File: config.mk
export PLATFORM = sky130hd
export DESIGN_NAME = fetch_unit
export DESIGN_NICKNAME = d
export VERILOG_FILES = /design/src/rtl/fetch_types_pkg.sv /design/src/rtl/fetch_out_buf.sv /design/src/rtl/fetch_unit.sv
export SDC_FILE = /design/constraint.sdc
export NUM_CORES = 1
export LEC_CHECK = 0
export ABC_AREA = 1
export CAP_MARGIN = 10
export CORE_MARGIN = 5
export CORE_UTILIZATION = 40
export DETAILED_ROUTE_END_ITERATION = 12
export GPL_TIMING_DRIVEN = 0
export MAX_ROUTING_LAYER = met4
export PLACE_DENSITY = 0.67
export SLEW_MARGIN = 20
export SYNTH_ARGS = -nofsm -noshare
export SYNTH_HDL_FRONTEND = slang
export SYNTH_HIERARCHICAL = 1
export SYNTH_SLANG_ARGS = --single-unit
File: constraint.sdc
create_clock -name clk -period 2 [get_ports clk]
set_clock_uncertainty 0.05 [all_clocks]
set_input_delay 0.6 -clock clk [delete_from_list [all_inputs] [get_ports clk]]
set_output_delay 0.6 -clock clk [all_outputs]
set_load 0.005 [all_outputs]
File: src/rtl/fetch_types_pkg.sv
`default_nettype none
// ============================================================================
// Module      : fetch_types (package)
// Description : Shared types and constants for the instruction fetch stage:
//               word type, {pc, instr} packet, FSM state encoding, PC step,
//               and a helper that word-aligns a PC.
// Revision    : 1.0 - initial release
// ============================================================================
package fetch_types;

    typedef logic [31:0] word_t;

    typedef struct packed {
        word_t pc;
        word_t instr;
    } fetch_pkt_t;

    typedef enum logic [1:0] {
        FETCH = 2'd0,
        STALL = 2'd1,
        FLUSH = 2'd2
    } fetch_state_e;

    localparam word_t PC_STEP = 32'd4;

    // Force a PC onto a word boundary by clearing bits [1:0].
    function automatic word_t align_pc(input word_t addr);
        return addr & ~word_t'(32'h3);
    endfunction

endpackage
`default_nettype wire

File: src/rtl/fetch_out_buf.sv
`default_nettype none
// ============================================================================
// Module      : fetch_out_buf
// Description : One-entry registered valid/ready output buffer. A load takes
//               priority over draining, so a packet can be replaced in the
//               same cycle the previous one is accepted. Flush empties the
//               buffer on the next edge and overrides any load.
// Ports       : clk, reset_n      - clock, synchronous active-low reset
//               flush             - drop the held packet
//               load, load_pkt    - capture a new packet
//               ready             - downstream accepts when valid
//               valid, pkt        - buffered packet towards the queue
// Revision    : 1.0 - initial release
// ============================================================================
module fetch_out_buf
    import fetch_types::*;
(
    input  logic       clk,
    input  logic       reset_n,
    input  logic       flush,
    input  logic       load,
    input  fetch_pkt_t load_pkt,
    input  logic       ready,
    output logic       valid,
    output fetch_pkt_t pkt
);

    always_ff @(posedge clk) begin
        if (!reset_n) begin
            valid <= 1'b0;
            pkt   <= '0;
        end else if (flush) begin
            valid <= 1'b0;
        end else if (load) begin
            valid <= 1'b1;
            pkt   <= load_pkt;
        end else if (valid && ready) begin
            valid <= 1'b0;
        end
    end

endmodule
`default_nettype wire

File: src/rtl/fetch_unit.sv
`default_nettype none
// ============================================================================
// Module      : fetch_unit
// Description : Instruction fetch stage. Owns the PC, issues one read at a
//               time to the instruction cache and pushes {pc, instr} packets
//               to the instruction queue. Redirects reload the PC and any
//               wrong-path response still in flight is discarded.
//               Optional macro FETCH_PERF_CNT_EN adds transfer and stall-cycle
//               performance counters.
// Ports       : clk, reset_n                - clock, sync active-low reset
//               imem_read, imem_address     - cache read request
//               imem_resp, imem_rdata       - cache read completion
//               valid_o, rdy_i, data_o      - packet handshake to the queue
//               redirect_i, redirect_pc_i   - PC change request
//               perf_fetched_o, perf_stall_o (FETCH_PERF_CNT_EN only)
// Revision    : 1.0 - initial release
// ============================================================================
module fetch_unit
    import fetch_types::*;
#(
    parameter word_t RESET_PC = 32'h4000_0060
) (
    input  logic        clk,
    input  logic        reset_n,
    output logic        imem_read,
    output logic [31:0] imem_address,
    input  logic        imem_resp,
    input  logic [31:0] imem_rdata,
    output logic        valid_o,
    input  logic        rdy_i,
    output logic [63:0] data_o,
`ifdef FETCH_PERF_CNT_EN
    output logic [31:0] perf_fetched_o,
    output logic [31:0] perf_stall_o,
`endif
    input  logic        redirect_i,
    input  logic [31:0] redirect_pc_i
);

    fetch_state_e state, state_next;
    word_t        pc, pc_next;
    word_t        addr, addr_next;
    logic         req, req_next;
    logic         live;
    logic         load;
    logic         transfer;
    logic         free_now;
    logic         req_active;
    word_t        pc_inc;
    word_t        redirect_target;
    fetch_pkt_t   out_pkt;

    assign transfer        = valid_o && rdy_i;
    // Buffer is free for the next cycle if nothing new is loaded into it.
    assign free_now        = !valid_o || rdy_i;
    assign pc_inc          = pc + PC_STEP;
    assign redirect_target = align_pc(redirect_pc_i);

    // A freshly issued request is only shown to the cache when the buffer can
    // take its response; once the cache has seen it (live), it is held until
    // the response regardless of the buffer, because the cache cannot abort.
    assign req_active   = req && (live || free_now);
    assign imem_read    = req_active;
    assign imem_address = addr;

    always_comb begin
        state_next = state;
        pc_next    = pc;
        addr_next  = addr;
        req_next   = req;
        load       = 1'b0;

        case (state)
            FETCH: begin
                if (req_active) begin
                    if (imem_resp) begin
                        if (redirect_i) begin
                            // Wrong-path data: drop it, restart at the target.
                            pc_next   = redirect_target;
                            addr_next = redirect_target;
                            req_next  = 1'b1;
                        end else begin
                            load    = 1'b1;
                            pc_next = pc_inc;
                            if (free_now) begin
                                addr_next = pc_inc;
                                req_next  = 1'b1;
                            end else begin
                                req_next   = 1'b0;
                                state_next = STALL;
                            end
                        end
                    end else if (redirect_i) begin
                        pc_next    = redirect_target;
                        state_next = FLUSH;
                    end
                end else if (redirect_i) begin
                    // Nothing seen by the cache yet, so redirect immediately.
                    pc_next   = redirect_target;
                    addr_next = redirect_target;
                    req_next  = 1'b1;
                end else if (free_now) begin
                    addr_next = pc;
                    req_next  = 1'b1;
                end else begin
                    req_next   = 1'b0;
                    state_next = STALL;
                end
            end

            STALL: begin
                if (redirect_i) begin
                    pc_next    = redirect_target;
                    addr_next  = redirect_target;
                    req_next   = 1'b1;
                    state_next = FETCH;
                end else if (transfer) begin
                    addr_next  = pc;
                    req_next   = 1'b1;
                    state_next = FETCH;
                end
            end

            FLUSH: begin
                if (redirect_i) begin
                    pc_next = redirect_target;
                end
                if (imem_resp) begin
                    addr_next  = redirect_i ? redirect_target : pc;
                    req_next   = 1'b1;
                    state_next = FETCH;
                end
            end

            default: begin
                req_next   = 1'b0;
                state_next = FETCH;
            end
        endcase
    end

    always_ff @(posedge clk) begin
        if (!reset_n) begin
            state <= FETCH;
            pc    <= RESET_PC;
            addr  <= '0;
            req   <= 1'b0;
            live  <= 1'b0;
        end else begin
            state <= state_next;
            pc    <= pc_next;
            addr  <= addr_next;
            req   <= req_next;
            live  <= req_active && !imem_resp;
        end
    end

    fetch_out_buf u_out_buf (
        .clk      (clk),
        .reset_n  (reset_n),
        .flush    (redirect_i),
        .load     (load),
        .load_pkt ({pc, imem_rdata}),
        .ready    (rdy_i),
        .valid    (valid_o),
        .pkt      (out_pkt)
    );

    assign data_o = out_pkt;

`ifdef FETCH_PERF_CNT_EN
    always_ff @(posedge clk) begin
        if (!reset_n) begin
            perf_fetched_o <= '0;
            perf_stall_o   <= '0;
        end else begin
            if (transfer) begin
                perf_fetched_o <= perf_fetched_o + 32'd1;
            end
            if (state == STALL) begin
                perf_stall_o <= perf_stall_o + 32'd1;
            end
        end
    end
`endif

endmodule
`default_nettype wire

==> impl_metrics.py, run 1 <==
metrics = {
    "outcome": {
        "outcome": "complete, no violations",
    },
    "pwr": {
        "switching_share_pct": 29.0,
        "pwr-share-seq_pct": 37.6,
        "p_comb_share_pct": 20.9,
        "pwr-share-clk_pct": 41.5,
        "total_power_uw": 7990,
        "intPower_uw": 5680,
        "switching_power_uw": 2320,
        "ir_drop_v": 0.000580,
        "p_leak_uw": 0.00464,
        "p_per_area_nw_per_um2": 763,
    },
    "layout": {
        "nets": 1508,
        "layout_common_cells": "nand2_1, nor2_1, clkdlybuf4s50_1",
        "num_antenna_cells": 0,
        "fill_cells": 1893,
        "multi_input_comb_area_um2": 4040,
        "seq_area_um2": 2670,
        "final_common_cell": "nand2_1",
        "syn_to_final_growth_pct": 37.5,
        "drive_above_1_share_pct": 11.8,
    },
    "global_routing": {
        "grt_use_total_pct": 23.6,
        "grt_max_degree": 17,
        "antenna_found_initial": 0,
        "overflow": 0,
        "grt_pass1_vias": 7811,
        "grt_pass1_wl_um": 40400,
    },
    "timing": {
        "postLayoutSetupSlackWorst_ns": 0.0413,
        "finalHoldViolations": 0,
        "max_slew_margin_pct": 54.1,
        "slew_viol_final": 0,
        "fmax_mhz": 511,
        "min_period_over_period_pct": 97.9,
        "worst_pin_slew_ns": 0.689,
        "setup_violations": 0,
        "min_period_ns": 1.96,
    },
    "floorplanning": {
        "coreArea_um2": 18700,
        "ios": 167,
        "die_w_um": 148,
        "start_util_pct": 40.7,
        "core.rowCount": 50,
        "die_h_um": 148,
        "die_area_um2": 21900,
    },
    "critical_path": {
        "crit_arrival_ns": 2.23,
        "r2r-end": "imem_address[26]",
        "crit_top_cell": "buf_4",
        "critical_path.max_fanout": 10,
        "endpoint": "imem_address[26]",
        "crit_chain": "inv_2 > nor2_4 > buf_4 > buf_4 > buf_4 > buf_4 > buf_4 > nand2_4 > nand3b_4 > nand2_8 > buf_8 > buf_12 > nor2_2 > a21oi_2",
        "slowest_stage": "dfxtp_2",
        "slowest_delay_ns": 0.33,
        "startpoint": "u_out_buf/valid",
        "reg2reg_slack_ns": 0.04,
        "required_ns": 2.27,
        "end_kind": "flip-flop",
        "reg2reg_depth": 14,
        "r2r-start": "u_out_buf/valid",
        "worstSetupStartpointType": "flip-flop",
        "critPathKind": "flip-flop to flip-flop",
    },
    "clock_tree": {
        "clock_latency_ns": 0.43,
        "cts_tree": "yes",
        "htree_levels": 4,
        "ctsHoldBuffers": 0,
        "cts.sinks": 133,
        "cts_made_buffers": 17,
        "cts_buffer_depth": 2,
        "cts.reportedPaths.clkPinSlew_ns": 0.06,
        "clock-root-buffer": "clkbuf_16",
    },
    "yosys": {
        "yosys_warnings": 6,
        "yosysUniqueCellTypes": 34,
        "synth_edf_count": 0,
        "netlist_area_um2": 7620,
        "ys_seq_elements": 133,
        "async_flop_share_pct": 0,
        "synth-seq-area-share_pct": 34.9,
        "syn-instance-count": 1238,
        "synth_area_per_cell_um2": 6.15,
        "synth-main-ff-cell": "dfxtp_1",
        "synth_nets": 1312,
    },
    "detailed_routing": {
        "postRouteAntennaNets": 0,
        "drc_errors": 0,
        "drtIter0Drc": 970,
        "vias": 8306,
        "routedWlPerCell_um": 15.2,
        "via_per_inst": 4.94,
        "dr.pass1.iters": 8,
        "wirelength_um": 25600,
    },
    "placed_design": {
        "dp_hpwl_um": 18600,
        "dp_slack_ns": -1.20,
        "port_buffers": 163,
        "gp_congestion": 0.954,
    },
    "flow_run": {
        "maxCapViolations": 0,
    },
    "hold_path": {
        "min_path_type": "flip-flop to flip-flop",
        "hold_depth": 2,
    },
}
[registers in the layout, indices dropped and copies added, names as in the netlist]
| signal | cells |
|---|---|
| state | 2 |
| live | 1 |
| req | 1 |
| u_out_buf/valid | 1 |
| pc | 32 |
| imem_address | 32 |
| u_out_buf/pkt | 64 |
[Yosys cell counts, types with 9 or more instances]
cell type | n | area (µm²)
a21oi_2 | 10 | 87.6
inv_1 | 157 | 589
a21oi_1 | 72 | 360
o21ai_0 | 76 | 380
dfxtp_1 | 133 | 2660
buf_6 | 13 | 146
nand2_1 | 305 | 1140
nor2_1 | 225 | 845
nand3_1 | 119 | 596
nor2_2 | 17 | 106
nor3_1 | 9 | 45.0
buf_2 | 35 | 175
clkbuf_1 | 15 | 56.3
[area by class of cell]
class                           instances  area share, %
Clock buffer                           21           4.49
Clock inverter                         11           1.40
Timing Repair Buffer                  177           16.7
Inverter                              162           5.85
Sequential cell                       133           25.5
Buffer                                 69           4.64
Multi-Input combinational cell        874           38.6
Tap cell                              234           2.80
[per-layer routing]
metal  vias up  share of wire, %  wire length, µm  global-route usage [%]
li1       4238                 -                -                       -
met1      3645                46            11800                    32.3
met2       369                43            11100                    35.2
met3        54               7.9             2030                    4.05
met4         0               2.5              652                    8.50
met5         -                 0                0                       -
[cell families (layout without fill, tap and decap cells)]
group                      after synthesis  count (layout)  synth area share [%]
adders and majority gates                5               5                 0.821
buffers and inverters                  231             440                  13.5
DFF                                    133             133                  34.9
AOI/OAI and AO/OA                      169             169                  12.0
and+or+nand+nor                        699             699                  38.6
muxes                                    1               1                 0.131
[power by group through the flow]
stage / Sequential (µW) / Combinational, µW / Clock, µW
CTS: 3000 / 1590 / 3360
finish: 3010 / 1670 / 3310
global route: 3030 / 1850 / 3480
floorplan: 3020 / 891 / 0
global placement: 3050 / 1550 / 0
detailed placement: 3050 / 1560 / 0
[worst max-delay path: cells and delay by family (launching register included)]
family | cells | cell delay (ns)
flip-flops | 1 | 0.33
AO/OA/AOI/OAI | 1 | 0.06
buffers and inverters | 8 | 0.97
AND/OR/NAND/NOR | 5 | 0.44
[timing repair]
item / in CTS / in global routing
gates cloned: 0 / 2
gates resized for setup: 23 / 58
pin swaps: 3 / 6
buffers inserted: 11 / 1
endpoints found under the setup margin: 129 / 126
[per-stage QoR]
stage	instance area [µm²]	setup TNS (ns)	cells	utilization, %	hold WS (ns)
floorplan	7620	0	1238	-	0.389
global placement	9550	-118.56	1635	51.0	0.406
detailed placement	9550	-119.65	1635	51.0	0.415
CTS	10300	0	1678	55.0	0.425
global route	10500	-0.628	1681	56.0	0.445
finish	10500	0	1681	56.0	0.424
[worst min-delay path by stage]
| stage | from | endpoint | slack (ns) |
|---|---|---|---|
| floorplan | pc[0] | pc[0] | 0.39 |
| global placement | pc[1] | pc[1] | 0.41 |
| detailed placement | pc[1] | pc[1] | 0.41 |
| CTS | pc[1] | pc[1] | 0.43 |
| global route | u_out_buf/pkt[14] | u_out_buf/pkt[14] | 0.44 |
| finish | pc[0] | pc[0] | 0.42 |
No activity file was read; power rests on OpenSTA's default activity.
==> run 2, diff against run 1 <==
ABC_CLOCK_PERIOD_IN_PS = 2000   (was not set)
==> results of run 2 <==
The final DEF is identical to that of run 1; final timing and power are the same.
